==> src/rtl/ext_event_arbiter_pkg.sv <==
// Shared types and constants for the external event arbiter.
package ext_event_pkg;

  // Arbiter state: either looking for a pending line or holding an offer.
  typedef enum logic {
    IDLE  = 1'b0,
    OFFER = 1'b1
  } arb_state_t;

  // Flop stages between a raw pin and the edge detector.
  localparam int SYNC_LATENCY = 3;

endpackage

==> src/rtl/ext_event_arbiter_if.sv <==
// Event offer port: one index at a time, valid/ready handshake.
interface ext_event_arbiter_if #(
  parameter int NUM_INPUTS = 4
);
  localparam int ID_W = $clog2(NUM_INPUTS);

  logic            event_valid;
  logic [ID_W-1:0] event_id;
  logic            event_ready;

  modport master (
    output event_valid,
    output event_id,
    input  event_ready
  );

  modport slave (
    input  event_valid,
    input  event_id,
    output event_ready
  );
endinterface

==> src/rtl/ext_event_arbiter_sync.sv <==
// Multi-bit flop-chain synchronizer for asynchronous pins. Each bit is an
// independent line, so no cross-bit coherency is implied.
module external_synchronizer
  import ext_event_pkg::*;
#(
  parameter int DATA_WIDTH = 1,
  parameter int STAGES     = SYNC_LATENCY
) (
  input  logic                  clk,
  input  logic                  reset,
  input  logic [DATA_WIDTH-1:0] d,
  output logic [DATA_WIDTH-1:0] q
);

  logic [DATA_WIDTH-1:0] ff [STAGES];

  // Shift the raw lines through STAGES flops
  always_ff @(posedge clk or posedge reset) begin
    if (reset) begin
      for (int i = 0; i < STAGES; i++) ff[i] <= '0;
    end else begin
      ff[0] <= d;
      for (int i = 1; i < STAGES; i++) ff[i] <= ff[i-1];
    end
  end

  assign q = ff[STAGES-1];

endmodule

==> src/rtl/ext_event_arbiter.sv <==
// Collects rising edges from asynchronous external lines and offers them
// one at a time, round-robin, on a valid/ready port.
//
//   state | meaning
//   IDLE  | no offer outstanding; pick next pending line, if any
//   OFFER | event_valid high, event_id frozen until event_ready
module ext_event_arbiter
  import ext_event_pkg::*;
#(
  parameter  int NUM_INPUTS = 4,
  localparam int ID_W       = $clog2(NUM_INPUTS)
) (
  input  logic                  clk,
  input  logic                  reset,
  input  logic [NUM_INPUTS-1:0] async_in,
  output logic [NUM_INPUTS-1:0] overflow,
  input  logic                  clear_overflow,
  ext_event_arbiter_if.master   evt
);

  localparam logic [ID_W-1:0] LAST_ID  = ID_W'(NUM_INPUTS - 1);
  localparam logic [ID_W:0]   NUM_WRAP = (ID_W+1)'(NUM_INPUTS);

  arb_state_t            state;
  logic [ID_W-1:0]       last_grant;
  logic [NUM_INPUTS-1:0] sync;
  logic [NUM_INPUTS-1:0] hist;
  logic [NUM_INPUTS-1:0] pending;
  logic [NUM_INPUTS-1:0] rise;
  logic [NUM_INPUTS-1:0] grant_done;
  logic [NUM_INPUTS-1:0] ovf_set;

  // Round-robin pick: rotate so the line after last grant sits at bit 0,
  // take the lowest set bit, then map back to an absolute index.
  function automatic logic [ID_W-1:0] rr_pick(
    input logic [NUM_INPUTS-1:0] req,
    input logic [ID_W-1:0]       last
  );
    logic [ID_W-1:0]         start;
    logic [2*NUM_INPUTS-1:0] dbl;
    logic [NUM_INPUTS-1:0]   rot;
    logic [ID_W-1:0]         found;
    logic [ID_W:0]           sum;
    start = (last == LAST_ID) ? '0 : last + ID_W'(1);
    dbl   = {req, req} >> start;
    rot   = dbl[NUM_INPUTS-1:0];
    found = '0;
    for (int i = NUM_INPUTS - 1; i >= 0; i--) begin
      if (rot[i]) found = ID_W'(i);
    end
    sum = {1'b0, found} + {1'b0, start};
    if (sum >= NUM_WRAP) sum = sum - NUM_WRAP;
    return sum[ID_W-1:0];
  endfunction

  external_synchronizer #(
    .DATA_WIDTH (NUM_INPUTS),
    .STAGES     (SYNC_LATENCY)
  ) u_sync (
    .clk   (clk),
    .reset (reset),
    .d     (async_in),
    .q     (sync)
  );

  assign rise = sync & ~hist;

  // One-hot of the line whose offer completes this cycle
  always_comb begin
    grant_done = '0;
    for (int i = 0; i < NUM_INPUTS; i++) begin
      if (evt.event_valid && evt.event_ready && evt.event_id == ID_W'(i))
        grant_done[i] = 1'b1;
    end
  end

  // A rise on a line that stays pending is a lost event; a rise that lands
  // with its own handshake re-arms the line instead.
  assign ovf_set = rise & pending & ~grant_done;

  // Edge history, pending latch and sticky overflow (set beats clear)
  always_ff @(posedge clk or posedge reset) begin
    if (reset) begin
      hist     <= '0;
      pending  <= '0;
      overflow <= '0;
    end else begin
      hist     <= sync;
      pending  <= (pending & ~grant_done) | rise;
      overflow <= clear_overflow ? ovf_set : (overflow | ovf_set);
    end
  end

  // Offer FSM; arbitration only happens in IDLE, giving a bubble per event
  always_ff @(posedge clk or posedge reset) begin
    if (reset) begin
      state           <= IDLE;
      evt.event_valid <= 1'b0;
      evt.event_id    <= '0;
      last_grant      <= LAST_ID;
    end else begin
      case (state)
        IDLE: begin
          if (|pending) begin
            evt.event_id    <= rr_pick(pending, last_grant);
            evt.event_valid <= 1'b1;
            state           <= OFFER;
          end
        end
        OFFER: begin
          if (evt.event_ready) begin
            evt.event_valid <= 1'b0;
            last_grant      <= evt.event_id;
            state           <= IDLE;
          end
        end
        default: begin
          evt.event_valid <= 1'b0;
          state           <= IDLE;
        end
      endcase
    end
  end

endmodule
==> src/flat_wrapper.sv <==
// flat-port wrapper written by rule: the top's interface ports become plain ports
module ext_event_arbiter_flat import ext_event_pkg::*;
#(
  parameter  int NUM_INPUTS = 4,
  localparam int ID_W       = $clog2(NUM_INPUTS)
)
  (clk, reset, async_in, overflow, clear_overflow, evt_event_valid, evt_event_id, evt_event_ready);
  ext_event_arbiter_if #(.NUM_INPUTS(NUM_INPUTS)) evt_i ();
  input  logic clk;
  input  logic reset;
  input  logic [NUM_INPUTS-1:0] async_in;
  output logic [NUM_INPUTS-1:0] overflow;
  input  logic clear_overflow;
  output wire logic [$bits(evt_i.event_valid)-1:0] evt_event_valid;
  output wire logic [$bits(evt_i.event_id)-1:0] evt_event_id;
  input wire logic [$bits(evt_i.event_ready)-1:0] evt_event_ready;
  assign evt_event_valid = evt_i.event_valid;
  assign evt_event_id = evt_i.event_id;
  assign evt_i.event_ready = evt_event_ready;
  ext_event_arbiter #(.NUM_INPUTS(NUM_INPUTS)) u_core (.clk(clk), .reset(reset), .async_in(async_in), .overflow(overflow), .clear_overflow(clear_overflow), .evt(evt_i));
endmodule
==> config.mk <==
export PLATFORM = sky130hd
export DESIGN_NAME = ext_event_arbiter_flat
export DESIGN_NICKNAME = d
export VERILOG_FILES = /design/src/rtl/ext_event_arbiter_pkg.sv /design/src/rtl/ext_event_arbiter_if.sv /design/src/rtl/ext_event_arbiter_sync.sv /design/src/rtl/ext_event_arbiter.sv /design/src/flat_wrapper.sv
export SDC_FILE = /design/constraint.sdc
export NUM_CORES = 1
export LEC_CHECK = 0
export CORE_MARGIN = 1.5
export CORE_UTILIZATION = 40
export DETAILED_ROUTE_END_ITERATION = 8
export GPL_ROUTABILITY_DRIVEN = 0
export SYNTH_ARGS = -nofsm -noshare
export SYNTH_HDL_FRONTEND = slang
export SYNTH_SLANG_ARGS = --single-unit
==> constraint.sdc <==
create_clock -name clk -period 2.55 [get_ports clk]
set_input_delay 0.51 -clock clk [delete_from_list [all_inputs] [get_ports clk]]
set_output_delay 0.51 -clock clk [all_outputs]
set_load 0.005 [all_outputs]
Word-level counts from Yosys, hierarchy flattened
Cells that the tools add are included.
Widths: inputs -> output; s select.
- bits in registers: 30
- latch bits: 0
- memory bits (writable): 0
- bits in read-only memories: 0
- input bits: 8
- output and inout bits: 7
- logic and storage cells: 59
- memories kept: 0
- add/sub/neg operators: 3
- $mul: 0
- divide/modulo/power cells: 0
- $lt $le $gt $ge: 1
- equal/unequal tests: 6
- shift operators: 1
- multiplexer cells: 19
- bitwise gates (word level): 9
- reductions and logical operators: 10
- operators with widths (cell ; number):
    $and 4x4->4 ; 4
    $mux 2 ; 8
    $mux 1 ; 8
    $not 4->4 ; 2
    $or 4x4->4 ; 2
    $shr 8x2->4 ; 1
    $eq 2x2->1 const B ; 3
    $reduce_and 2->1 ; 3
    $logic_and 1x1->1 ; 5
    $mux 4 ; 1
    $pmux 1 s2 ; 2
    $reduce_or 4->1 ; 1
    $add 2x2->3 ; 1
    $ge 3x3->1 const B ; 1
    $add 2x1->2 const B ; 1
    $eq 2x1->1 const B ; 1
    $logic_not 2->1 ; 1
    $ne 2x1->1 const B ; 1
    $ne 2x2->1 const B ; 1
    $sub 2x1->2 const B ; 1
    $not 1->1 ; 1

Longest topological paths before layout
- word-level depth: 12
- depth in mapped cells: 10
- mapped depth without buffers: 10

Modules after synthesis
From an unflattened synthesis, not the netlist that was laid out.
- cells, all modules: 99
- area total of the unflattened synthesis: 1168.6 µm²
- modules (own cells, without submodules) (module ; instances ; cells an instance ; area an instance (µm²) ; seq. area each (µm²)):
    ext_event_arbiter ; 1 ; 82 ; 834.6 ; 452.9
    external_synchronizer ; 1 ; 17 ; 334.1 ; 300.3

Worst setup path before layout
No wires, ideal clock.
- path type: flip-flop to flip-flop
- start point: reg u_core.last_grant[0]
- end point: reg u_core.evt.event_id[1]
- setup time: 125 ps
- data arrival time: 1893 ps
- setup slack: 532 ps
- cell stages (with the launch flop): 10
- path buffers: 0
- path through: dfstp_2 > ha_1 > nand2_1 > o21ai_0 > a221oi_1 > a21oi_1 > ha_1 > xnor2_1 > xnor2_1 > a21oi_1
- word-level cells in the longest chain between the ends: 12
- RTL lines (what ; line ; RTL):
    start, declared ; ext_event_arbiter.sv:25 ; logic [ID_W-1:0] last_grant;
    start signal, assigned ; ext_event_arbiter.sv:113 ; last_grant <= evt.event_id;
    $add 2x1->2 or $eq 2x2->1 (tied branches) ; ext_event_arbiter.sv:44 ; start = (last == LAST_ID) ? '0 : last + ID_W'(1);
    $mux 2 * ; ext_event_arbiter.sv:44 ;
    $shr 8x2->4 ; ext_event_arbiter.sv:45 ; dbl = {req, req} >> start;
    $mux 2 (4 in series) ; ext_event_arbiter.sv:49 ; if (rot[i]) found = ID_W'(i);
    $mux 2 ; ext_event_arbiter.sv:104 ; if (|pending) begin
    $mux 2 ; ext_event_arbiter.sv:102 ; case (state)
    $add 2x2->3 * ; ext_event_arbiter.sv:51 ; sum = {1'b0, found} + {1'b0, start};
    $ge 3x3->1 or $sub 2x1->2 (tied branches) ; ext_event_arbiter.sv:52 ; if (sum >= NUM_WRAP) sum = sum - NUM_WRAP;
    $mux 2 * ; ext_event_arbiter.sv:52 ;
    end signal, assigned ; ext_event_arbiter.sv:105 ; evt.event_id <= rr_pick(pending, last_grant);
    end, declared ; ext_event_arbiter_if.sv:13 ; output event_id,
Mark *: on every way between the ends. The rest lies on a longest branch, timed or not. The select of a mux whose other input is x is not followed.
A chain may end at the register's enable or synchronous reset.

Final worst setup path
Same ends and word-level chain as after synthesis.

==> impl_metrics.ini <==
[hold_path]
hold_path.class = reg2reg
hold_depth = 0
min_to = u_core.u_sync.ff[5]$_DFF_PP0_
hold_start = u_core.u_sync.ff[9]$_DFF_PP0_

[logic_synthesis]
ys_ff_latch = 30
async_flop_share_pct = 100.0
synth-edff-count = 0
synth_area_sq_um = 1139
ys_warn_count = 0
synth_ff_type = dfrtp_1
synthCells = 94
synth-seq-area-share_pct = 66.15
synth_top_cell_area_share_pct = 61.54
synth_fp_nets = 104
yosysMostFrequentCell = dfrtp_1
ys_top_cells_by_area = dfrtp_1 (62%), dfstp_2 (4.6%), nand2_1 (3.6%)
synth.distinct_cells = 24
synth.avg_cell_area_sq_um = 12.11
synth_common_cells = dfrtp_1 (28), nand2_1 (11), nor2_1 (9)
synth.largest_area_cell = dfrtp_1

[global_route]
grt_start_max_net_pins = 31
grtUsageTotal_pct = 14.55
grt_antenna_before_repair = 0
grt_pass1_vias = 756
grt-ovfl-total = 0
grt_pass1_wl_mm = 3.305

[routing]
post_drt_wl_per_cell_um = 12.58
vias = 721
antenna_left = 0
drt-initial-drc-count = 20
firstDrtPassIters = 4
drt_wl_total_mm = 1.837
vias_per_cell = 4.938
drc = 0

[floorplan]
std_cell_rows = 19
core_sq_um = 2734
start_util_pct = 41.65
io_pins = 15
die_height_um = 56.35
die_x_um = 56.35
die-area_sq_um = 3175

[worst_setup_path]
critPathMaxFanout = 9
slowest_stage = dfstp_2
worstSetupStartpointType = flop
cp_slowest_stage_delay_ns = 0.63
crit_path_end_kind = flop
reg2reg_slack_ns = 0.34
cp_cell_sequence = ha_1, nand2_1, o21ai_0, a221oi_1, a21oi_1, ha_1, xnor2_1, xnor2_1, a21oi_1
crit_type = reg2reg
worstPathArrival_ns = 2.42
worstReg2RegEnd = u_core.evt.event_id[1]$_DFFE_PP0P_
worstRegToRegCells = 9
r2r-start = u_core.last_grant[0]$_DFFE_PP1P_
required_ns = 2.76

[clocking]
post-cts-setup-buffers = 0
cts.sinks = 30
numCtsBuffers = 5
clk_pin_slew_ns = 0.09
cts_buffer_depth = 2
cts.repair.resized = 0
h-tree-depth = 2
clk_latency_ns = 0.32
tritoncts = built
ctsHoldBuffers = 0
cts_root_buf = clkbuf_4

[sta]
worst_pin_slew_ns = 0.3501
finalCriticalPeriod_ns = 2.212
max_freq_mhz = 452.0
fin_setup_tns_ns = 0
slew_viol_final = 0
skew_ns = 0.005385
setup_violations = 0
rsz0062_at_grt = no
fin_crit_sh_pct = 86.75
finalHoldViolCount = 0
maxSlewHeadroom_pct = 76.66

[power]
vdd_ir_drop_max_v = 0.0005882
power.density_nw_per_um2 = 972.1
power.leakage_uw = 0.0005972

[finish]
syn2layout_area_growth_pct = 20.22
n_antenna_cell = 0
stdcell_count = 146
num-fill-cells = 239
fin_nets = 124
drive_gt1_share_pct = 11.30

[run]
max_cap_viol_count = 0

[run_status]
status = completed

[placement]
dpl.cell_count = 138
portBuffers = 14
dp_hpwl_mm = 1.333
-- critical path: cells and delay by family, from the launching register on --
family                     cells  cell delay (ns)
DFF                            1             0.63
adders and majority gates      2             0.52
and+or+nand+nor                1             0.09
xor gates and xnor gates       2             0.30
AOI/OAI and AO/OA              4             0.55
-- layer usage --
layer | vias up | part of all wire, % | GRT usage, %
met2 | 12 | 53 | 23.03
li1 | 355 | - | -
met5 | - | 0 | 0
met4 | 0 | 0.82 | 7.823
met1 | 352 | 42 | 15.24
met3 | 2 | 3.9 | 8.295
-- how the worst max path moves through the flow --
| stage | endpoint | cells past startpoint | slack, ns | startpoint |
|---|---|---|---|---|
| 2_1_floorplan | u_core.evt.event_id[1]$_DFFE_PP0P_ | 9 | 0.53 | u_core.last_grant[0]$_DFFE_PP1P_ |
| 6_report | u_core.evt.event_id[1]$_DFFE_PP0P_ | 9 | 0.34 | u_core.last_grant[0]$_DFFE_PP1P_ |
| 4_1_cts | u_core.evt.event_id[1]$_DFFE_PP0P_ | 9 | 0.33 | u_core.last_grant[0]$_DFFE_PP1P_ |
| 3_5_place_dp | u_core.evt.event_id[1]$_DFFE_PP0P_ | 9 | 0.35 | u_core.last_grant[0]$_DFFE_PP1P_ |
| 3_3_place_gp | u_core.evt.event_id[1]$_DFFE_PP0P_ | 9 | 0.46 | u_core.last_grant[0]$_DFFE_PP1P_ |
| 5_1_grt | u_core.evt.event_id[1]$_DFFE_PP0P_ | 9 | 0.23 | u_core.last_grant[0]$_DFFE_PP1P_ |
-- cell families after synthesis --
kind of cell	after synthesis	synth area share (%)
adders and majority gates	2	2.197
and+or+nand+nor	29	12.64
DFF	30	66.15
buffers and inverters	9	3.736
muxes	2	2.307
xor gates and xnor gates	2	1.539
AOI/OAI and AO/OA	20	11.43
-- area by class of cell --
| type | count | area, sq um | area share, % |
|---|---|---|---|
| repair buffers | 15 | 147.6 | 10.79 |
| multi-input cells | 55 | 342.8 | 25.05 |
| inverters | 7 | 26.28 | 1.920 |
| clock buffers | 7 | 55.05 | 4.022 |
| well taps | 31 | 38.79 | 2.834 |
| flip-flops and latches | 30 | 753.2 | 55.03 |
| clock inverters | 1 | 5.005 | 0.3656 |
-- registers in the layout, summed over array words and instances, names as in the netlist --
name / cells
u_core.u_sync.q: 4
u_core.last_grant: 2
u_core.overflow: 4
u_core.evt.event_valid: 1
u_core.pending: 4
u_core.state: 1
u_core.evt.event_id: 2
u_core.u_sync.ff: 8
u_core.hist: 4
-- report_power, final --
part,switching (uW),internal [uW]
Clock,147,133
Sequential,105,563
Combinational,172,211
-- metrics by stage --
stage / util, % / worst slack [ns] / area, sq um / power, uW / hold slack (ns)
2_1_floorplan: - / 0.5324 / 1139 / 924.1 / 0.3312
3_3_place_gp: 47.87 / 0.4553 / 1309 / 1040 / 0.3313
3_5_place_dp: 47.87 / 0.3505 / 1309 / 1064 / 0.3347
4_1_cts: 50.07 / 0.3260 / 1369 / 1355 / 0.3544
5_1_grt: 50.07 / 0.2308 / 1369 / 1441 / 0.3699
6_report: 50.07 / 0.3378 / 1369 / 1331 / 0.3490
-- placed cells by master, fill, tap and decap left out --
cell	instances
a21oi_1	4
a221oi_1	1
a32oi_1	1
buf_4	1
clkbuf_1	1
clkbuf_4	5
clkbuf_8	1
clkdlybuf4s50_1	14
clkinv_2	1
dfrtp_1	28
dfstp_2	2
ha_1	2
inv_1	7
mux2_1	1
mux2_4	1
nand2_1	11
nand2b_1	6
nor2_1	9
nor2b_1	1
nor2b_4	1
o21a_1	2
o21ai_0	1
o21ai_1	3
o22ai_1	4
o31ai_1	2
o32ai_1	2
or4_4	1
xnor2_1	2
(Power assumes the default switching activity.)
